[src/rtl/adder_master.sv]
// Bus initiator for the full_adder register-file slave: programs DATA1/DATA2/CIN,
// pulses start, waits for ready, reads RESULT/COUT and returns them on a response port.
module adder_master #(
    parameter int N       = 4,
    parameter int TIMEOUT = 16
) (
    input  logic         i_clk,
    input  logic         i_rstn,
    input  logic         req_valid,
    output logic         req_ready,
    input  logic [N-1:0] req_a,
    input  logic [N-1:0] req_b,
    input  logic         req_cin,
    output logic         rsp_valid,
    input  logic         rsp_ready,
    output logic [N-1:0] rsp_sum,
    output logic         rsp_cout,
    output logic         rsp_err,
    output logic [2:0]   m_addr,
    output logic [N-1:0] m_data,
    output logic         m_we,
    output logic         m_start,
    input  logic [N-1:0] m_rdata,
    input  logic         m_ready,
    input  logic         m_ack
);

    localparam int WW = $clog2(TIMEOUT + 1);

    localparam logic [2:0] ADDR_DATA1  = 3'd1;
    localparam logic [2:0] ADDR_DATA2  = 3'd2;
    localparam logic [2:0] ADDR_CIN    = 3'd3;
    localparam logic [2:0] ADDR_RESULT = 3'd4;
    localparam logic [2:0] ADDR_COUT   = 3'd5;

    typedef enum logic [3:0] {
        IDLE,
        WR_D1,
        ACK_D1,
        WR_D2,
        ACK_D2,
        WR_CIN,
        ACK_CIN,
        START,
        WAIT_RDY,
        RD_RES,
        CAP_RES,
        RD_COUT,
        CAP_COUT,
        RESP
    } state_t;

    state_t        state;
    state_t        state_nx;
    logic [WW-1:0] wdog;
    logic [N-1:0]  a_q;
    logic [N-1:0]  b_q;
    logic          cin_q;
    logic          waiting;
    logic          expired;
    logic          timeout;

    // Watchdog only runs in the four wait states; it reads TIMEOUT-1 on the
    // TIMEOUT-th consecutive cycle spent there.
    always_comb begin
        waiting = (state == ACK_D1) || (state == ACK_D2) ||
                  (state == ACK_CIN) || (state == WAIT_RDY);
        expired = (wdog == WW'(TIMEOUT - 1));
    end

    // Next-state logic; an awaited signal arriving on the last allowed cycle wins.
    always_comb begin
        state_nx = state;
        timeout  = 1'b0;
        case (state)
            IDLE:     if (req_valid) state_nx = WR_D1;
            WR_D1:    state_nx = ACK_D1;
            ACK_D1: begin
                if (m_ack)        state_nx = WR_D2;
                else if (expired) timeout  = 1'b1;
            end
            WR_D2:    state_nx = ACK_D2;
            ACK_D2: begin
                if (m_ack)        state_nx = WR_CIN;
                else if (expired) timeout  = 1'b1;
            end
            WR_CIN:   state_nx = ACK_CIN;
            ACK_CIN: begin
                if (m_ack)        state_nx = START;
                else if (expired) timeout  = 1'b1;
            end
            START:    state_nx = WAIT_RDY;
            WAIT_RDY: begin
                if (m_ready)      state_nx = RD_RES;
                else if (expired) timeout  = 1'b1;
            end
            RD_RES:   state_nx = CAP_RES;
            CAP_RES:  state_nx = RD_COUT;
            RD_COUT:  state_nx = CAP_COUT;
            CAP_COUT: state_nx = RESP;
            RESP:     if (rsp_ready) state_nx = IDLE;
            default:  state_nx = IDLE;
        endcase
        if (timeout) state_nx = RESP;
    end

    // Moore outputs: bus signals are a pure function of the state register.
    always_comb begin
        req_ready = 1'b0;
        rsp_valid = 1'b0;
        m_addr    = 3'd0;
        m_data    = '0;
        m_we      = 1'b0;
        m_start   = 1'b0;
        case (state)
            IDLE:     req_ready = 1'b1;
            WR_D1: begin
                m_addr = ADDR_DATA1;
                m_data = a_q;
                m_we   = 1'b1;
            end
            ACK_D1: begin
                m_addr = ADDR_DATA1;
                m_data = a_q;
            end
            WR_D2: begin
                m_addr = ADDR_DATA2;
                m_data = b_q;
                m_we   = 1'b1;
            end
            ACK_D2: begin
                m_addr = ADDR_DATA2;
                m_data = b_q;
            end
            WR_CIN: begin
                m_addr = ADDR_CIN;
                m_data = {{(N-1){1'b0}}, cin_q};
                m_we   = 1'b1;
            end
            ACK_CIN: begin
                m_addr = ADDR_CIN;
                m_data = {{(N-1){1'b0}}, cin_q};
            end
            START:    m_start = 1'b1;
            RD_RES,
            CAP_RES:  m_addr = ADDR_RESULT;
            RD_COUT,
            CAP_COUT: m_addr = ADDR_COUT;
            RESP:     rsp_valid = 1'b1;
            default:  ;
        endcase
    end

    always_ff @(posedge i_clk or negedge i_rstn) begin
        if (!i_rstn) begin
            state <= IDLE;
            wdog  <= '0;
        end else begin
            state <= state_nx;
            if (waiting && (state_nx == state))
                wdog <= wdog + 1'b1;
            else
                wdog <= '0;
        end
    end

    always_ff @(posedge i_clk or negedge i_rstn) begin
        if (!i_rstn) begin
            a_q   <= '0;
            b_q   <= '0;
            cin_q <= 1'b0;
        end else if ((state == IDLE) && req_valid) begin
            a_q   <= req_a;
            b_q   <= req_b;
            cin_q <= req_cin;
        end
    end

    // Response fields are only meaningful while rsp_valid; a timeout zeroes the data.
    always_ff @(posedge i_clk or negedge i_rstn) begin
        if (!i_rstn) begin
            rsp_sum  <= '0;
            rsp_cout <= 1'b0;
            rsp_err  <= 1'b0;
        end else if (timeout) begin
            rsp_sum  <= '0;
            rsp_cout <= 1'b0;
            rsp_err  <= 1'b1;
        end else if (state == CAP_RES) begin
            rsp_sum  <= m_rdata;
        end else if (state == CAP_COUT) begin
            rsp_cout <= m_rdata[0];
            rsp_err  <= 1'b0;
        end
    end

endmodule
[config.mk]
export PLATFORM = sky130hd
export DESIGN_NAME = adder_master
export DESIGN_NICKNAME = d
export VERILOG_FILES = /design/src/rtl/adder_master.sv
export SDC_FILE = /design/constraint.sdc
export NUM_CORES = 1
export LEC_CHECK = 0
export ABC_AREA = 1
export CORE_MARGIN = 2
export CORE_UTILIZATION = 40
export CTS_CLUSTER_SIZE = 28
export DETAILED_ROUTE_END_ITERATION = 10
export HOLD_SLACK_MARGIN = 0.08
export PLACE_DENSITY = 0.66
export SLEW_MARGIN = 25
export SYNTH_ARGS = -nofsm -noshare
export SYNTH_HDL_FRONTEND = slang
export SYNTH_SLANG_ARGS = --single-unit
[constraint.sdc]
create_clock -name i_clk -period 4.8 [get_ports i_clk]
set_input_delay 1.44 -clock i_clk [delete_from_list [all_inputs] [get_ports i_clk]]
set_output_delay 1.44 -clock i_clk [all_outputs]
set_load 0.1 [all_outputs]
* Word-level counts from Yosys, hierarchy flattened
Cells that the tools add are included.
** Word-level totals
- Bits in registers :: 24
- Input port bits :: 19
- Output and inout port bits :: 17
- Word-level logic and storage cells :: 68
** Operators by class
- $add $sub $neg :: 1
- Equality and inequality tests :: 16
- Multiplexer cells :: 27
- Reductions and logical operators :: 16
** Operator list (count)
- $pmux 4 s14 :: 1
- $mux 4 :: 9
- $eq 4x4->1 const B :: 6
- $eq 4x3->1 const B :: 4
- $pmux 3 s5 :: 1
- $mux 1 :: 13
- $pmux 4 s3 :: 1
- $reduce_or 2->1 :: 5
- $eq 4x2->1 const B :: 2
- $reduce_or 3->1 :: 2
- $add 5x1->5 const B :: 1
- $eq 5x4->1 const B :: 1
- $mux 5 :: 1
- $eq 4x1->1 const B :: 1
- $eq 4x4->1 :: 1
- $logic_not 4->1 :: 1
- $reduce_bool 2->1 :: 2
- $logic_or 1x1->1 :: 3
- $logic_and 1x1->1 :: 2
- $ne 2x2->1 const B :: 1
- $pmux 1 s2 :: 1
- $reduce_and 2->1 :: 1

* Depth between registers and ports, before layout
- Depth in word-level cells :: 8
- Gate-level depth with buffers :: 11
- Mapped depth without buffers :: 10

* Worst setup path before layout
Ideal clock, no wire load.
- Kind :: reg2out
- Start point :: reg state[1]
- End point :: out m_addr[0]
- Data arrival time :: 2.807 ns
- Data required time :: 3.360 ns
- Path slack :: 0.553 ns
- Cell stages (with the launch flop) :: 5
- Buffers on the path :: 0
- Path through :: dfrtp_1 > nor2_4 > inv_2 > nand2_2 > o21ai_0
** Between the ends
- Longest elaborated chain between the ends :: 3
- Elaborated cells on any way between the ends :: 16
- Classes of those cells :: 10 x eq/ne; 1 x mux; 5 x reduce/logical
** RTL lines
- from (decl) :: RTL line 53 : state_t state;
- from (signal assigned) :: RTL line 159 : state <= state_nx;
- $eq 4x4->1, or another cell as far along :: RTL line 115 : case (state)
- $reduce_or 2->1, on equally long branches
- $pmux 3 s5 * :: RTL line 115
- to (decl) :: RTL line 19 : output logic [2:0] m_addr,
Every way passes the cells marked *; elsewhere a longest branch is shown, timed or not.

* Worst setup path after layout
- Start point :: reg state[0]
- End point :: out m_addr[2]
Same word-level chain as after synthesis.

==> summary.txt <==
Timing
  • Slew @ Worst Pin: 975.8 ps
  • Max Freq: 255.2 MHz
  • Setup TNS: 0 ps
  • Slew Viols, Final: 0
  • Setup Viol. Count Final: 0
  • Final Hold Viols: 0
  • Relative slew slack: 0.3474
  • Clock skew: roughly 3.8 ps
  • Crit share post-route: 0.8164
  • Hold_ws: slightly below 500 ps
  • RSZ-0062 raised after global routing: false
  • Min Clock Period, post-route: ~3900 ps

Global routing
  • GRT met2 Usage: 0.2813
  • Pin count of the biggest net entering global routing: 25
  • Initial antenna violation count: 0
  • GRT Total Usage: 0.1619
  • Most Used Layer, Global Route: met2
  • M3 GR Usage: 0.03261
  • Vias in the first global route: between 1000 and 1500
  • Grt met1 use: 0.2056
  • Global-route wire length before repair: roughly 5100 um
  • GR Overflow Total: 0

Floorplan
  • IO Count: 36
  • Core area: between 3000 and 4000 um^2
  • Die height: approximately 62 um
  • Die Width: roughly 62 um
  • Starting density of the core: 0.4112
  • Rows: 21
  • Full die area: 3886 um^2

Detailed routing
  • Vias per cell: a little under 5
  • Final ANT Viol Nets: 0
  • Initial DRT Pass Iterations: 4
  • WL/cell: roughly 13 um
  • Final wirelength: 2919 um
  • Initial DRC Count: 39
  • Vias: 1123
  • Post-route DRC: 0

Synthesis
  • Synth top area share: 0.4412
  • Syn Inst Count: between 100 and 150
  • Synth Net Count: about 170
  • #FFs+latches synth: 24
  • Sequential area share after synthesis: 0.4412
  • Cell variety after synth: 29
  • Synth Cell Area: about 1400 um^2
  • Syn_area_per_cell: roughly 9.4 um^2
  • Top cells by area, synth: dfrtp_1 (44%), mux2_2 (7.4%), nand2_1 (6.3%), nand3_1 (5.5%), inv_1 (4.7%)
  • Largest area contributor in the netlist: dfrtp_1
  • Warnings, synthesis: 0

Placed design
  • GP Congestion: about 0.82
  • Hpwl dp: between 2000 and 2500 um
  • Port buffer count: 35

Clock network
  • Clk_lat worst skew: roughly 300 ps
  • Clock transition at path regs: 120 ps
  • Clock buffer depth: 2
  • Cts bufs inserted: 3
  • Setup bufs post-CTS: 0
  • H-tree lvl count: 1
  • PostCTS Resize Cnt: 0
  • CTS sink cnt: 24
  • Hold buffer count at CTS: 0
  • CTS tree: yes
  • CTS Root Cell: clkbuf_4

Worst setup path
  • Arr. time, crit path: approximately 2500 ps
  • Critical path class: reg -> out
  • Startpoint types: flip-flop
  • CP required: 3360 ps
  • Peak fanout along the critical path: 7
  • Worst setup EP type: output port
  • Worst r2r src: wdog[0]
  • Crit path launch: state[0]

Layout
  • Layout overhead on the synthesized area: 29.41%
  • Most frequent cells in the layout: clkdlybuf4s50_1 (28), dfrtp_1 (24), nand2_1 (23)
  • Final nets: approximately 200
  • Fill cell count: between 300 and 400
  • Layout cells sized above 1: 0.2431
  • Ant. Diodes: 0
  • Most common cell after layout, fill and taps aside: clkdlybuf4s50_1

Worst hold path
  • Worst hold start: wdog[0]
  • Hold WC Path Type: reg -> reg

Flow run
  • Maxcap violations: 0

Status
  • Status: completed
sequential cells by signal, indices dropped and copies added, names as in the netlist:
name and cells:
wdog 5, a_q 4, b_q 4, rsp_sum 4, state 4, cin_q 1
rsp_cout 1, rsp_err 1
layer usage:
layer  part of all wire  vias to the layer above
met5                  0                        -
met4             0.0065                        0
met3              0.065                        2
met2               0.51                       40
met1               0.42                      529
li1                   -                      552
final timing paths:
path,end,slack (ps),cells after the start
min in group asynchronous,rsp_cout,1110,1
setup reg to reg,wdog[2],2840,10
max in group asynchronous,state[0],3330,1
setup / recovery,m_addr[2],880,4
hold reg to reg,wdog[0],490,1
hold / removal,wdog[0],490,1
Yosys cell counts:
library cell,n
a22o_1,3
nand4_1,3
and2_1,1
nand2_4,3
inv_1,17
ha_1,2
nor3_1,2
nand3_2,4
xnor2_1,1
a21oi_1,2
inv_2,3
nand3_4,2
nor2_1,9
buf_2,2
or2_2,1
nand2_2,2
nor2_2,2
a211oi_1,1
nand3_1,15
o21ai_0,3
mux2_2,9
a21oi_4,1
a21boi_0,1
nor3_2,5
nand2_1,23
xor2_1,1
dfrtp_1,24
and3_1,1
nor2_4,2
per-stage QoR:
stage / setup slack, ps / instance area (um^2) / std cells / utilization
global route: 749.0 / 1762 / 227 / 0.5321
global placement: 1240 / 1744 / 224 / 0.5268
finish: 881.2 / 1762 / 227 / 0.5321
detailed placement: 1207 / 1739 / 224 / 0.5253
CTS: 854.1 / 1762 / 227 / 0.5321
floorplan: 552.7 / 1361 / 145 / -
critical path, stage by stage, from the launching register on:
cell,delay (ps)
dfrtp_1,490
nor2_4,280
nand2_1,190
nand2_1,100
clkdlybuf4s50_1,1120
cells by family (layout without fill, tap and decap cells):
family,Yosys count,after routing,share of synthesized area
AND/OR/NAND/NOR,75,75,0.3300
flip-flops,24,24,0.4412
buffers and inverters,22,58,0.06250
AO/OA/AOI/OAI,11,11,0.06067
multiplexers,9,9,0.07445
adder cells (fa/ha/maj),2,2,0.01838
XOR/XNOR,2,2,0.01287
layout make-up:
type,count,area [um^2],share of cell area
Tap cell,46,57.56,0.03267
Sequential cell,24,600.6,0.3409
Clock buffer,3,22.52,0.01278
Inverter,20,75.07,0.04261
Multi-Input combinational cell,99,675.6,0.3835
Timing Repair Buffer,35,330.3,0.1875
Power is not shown: default switching activity piles up to over one toggle a cycle in this logic, so the estimate is an artifact.
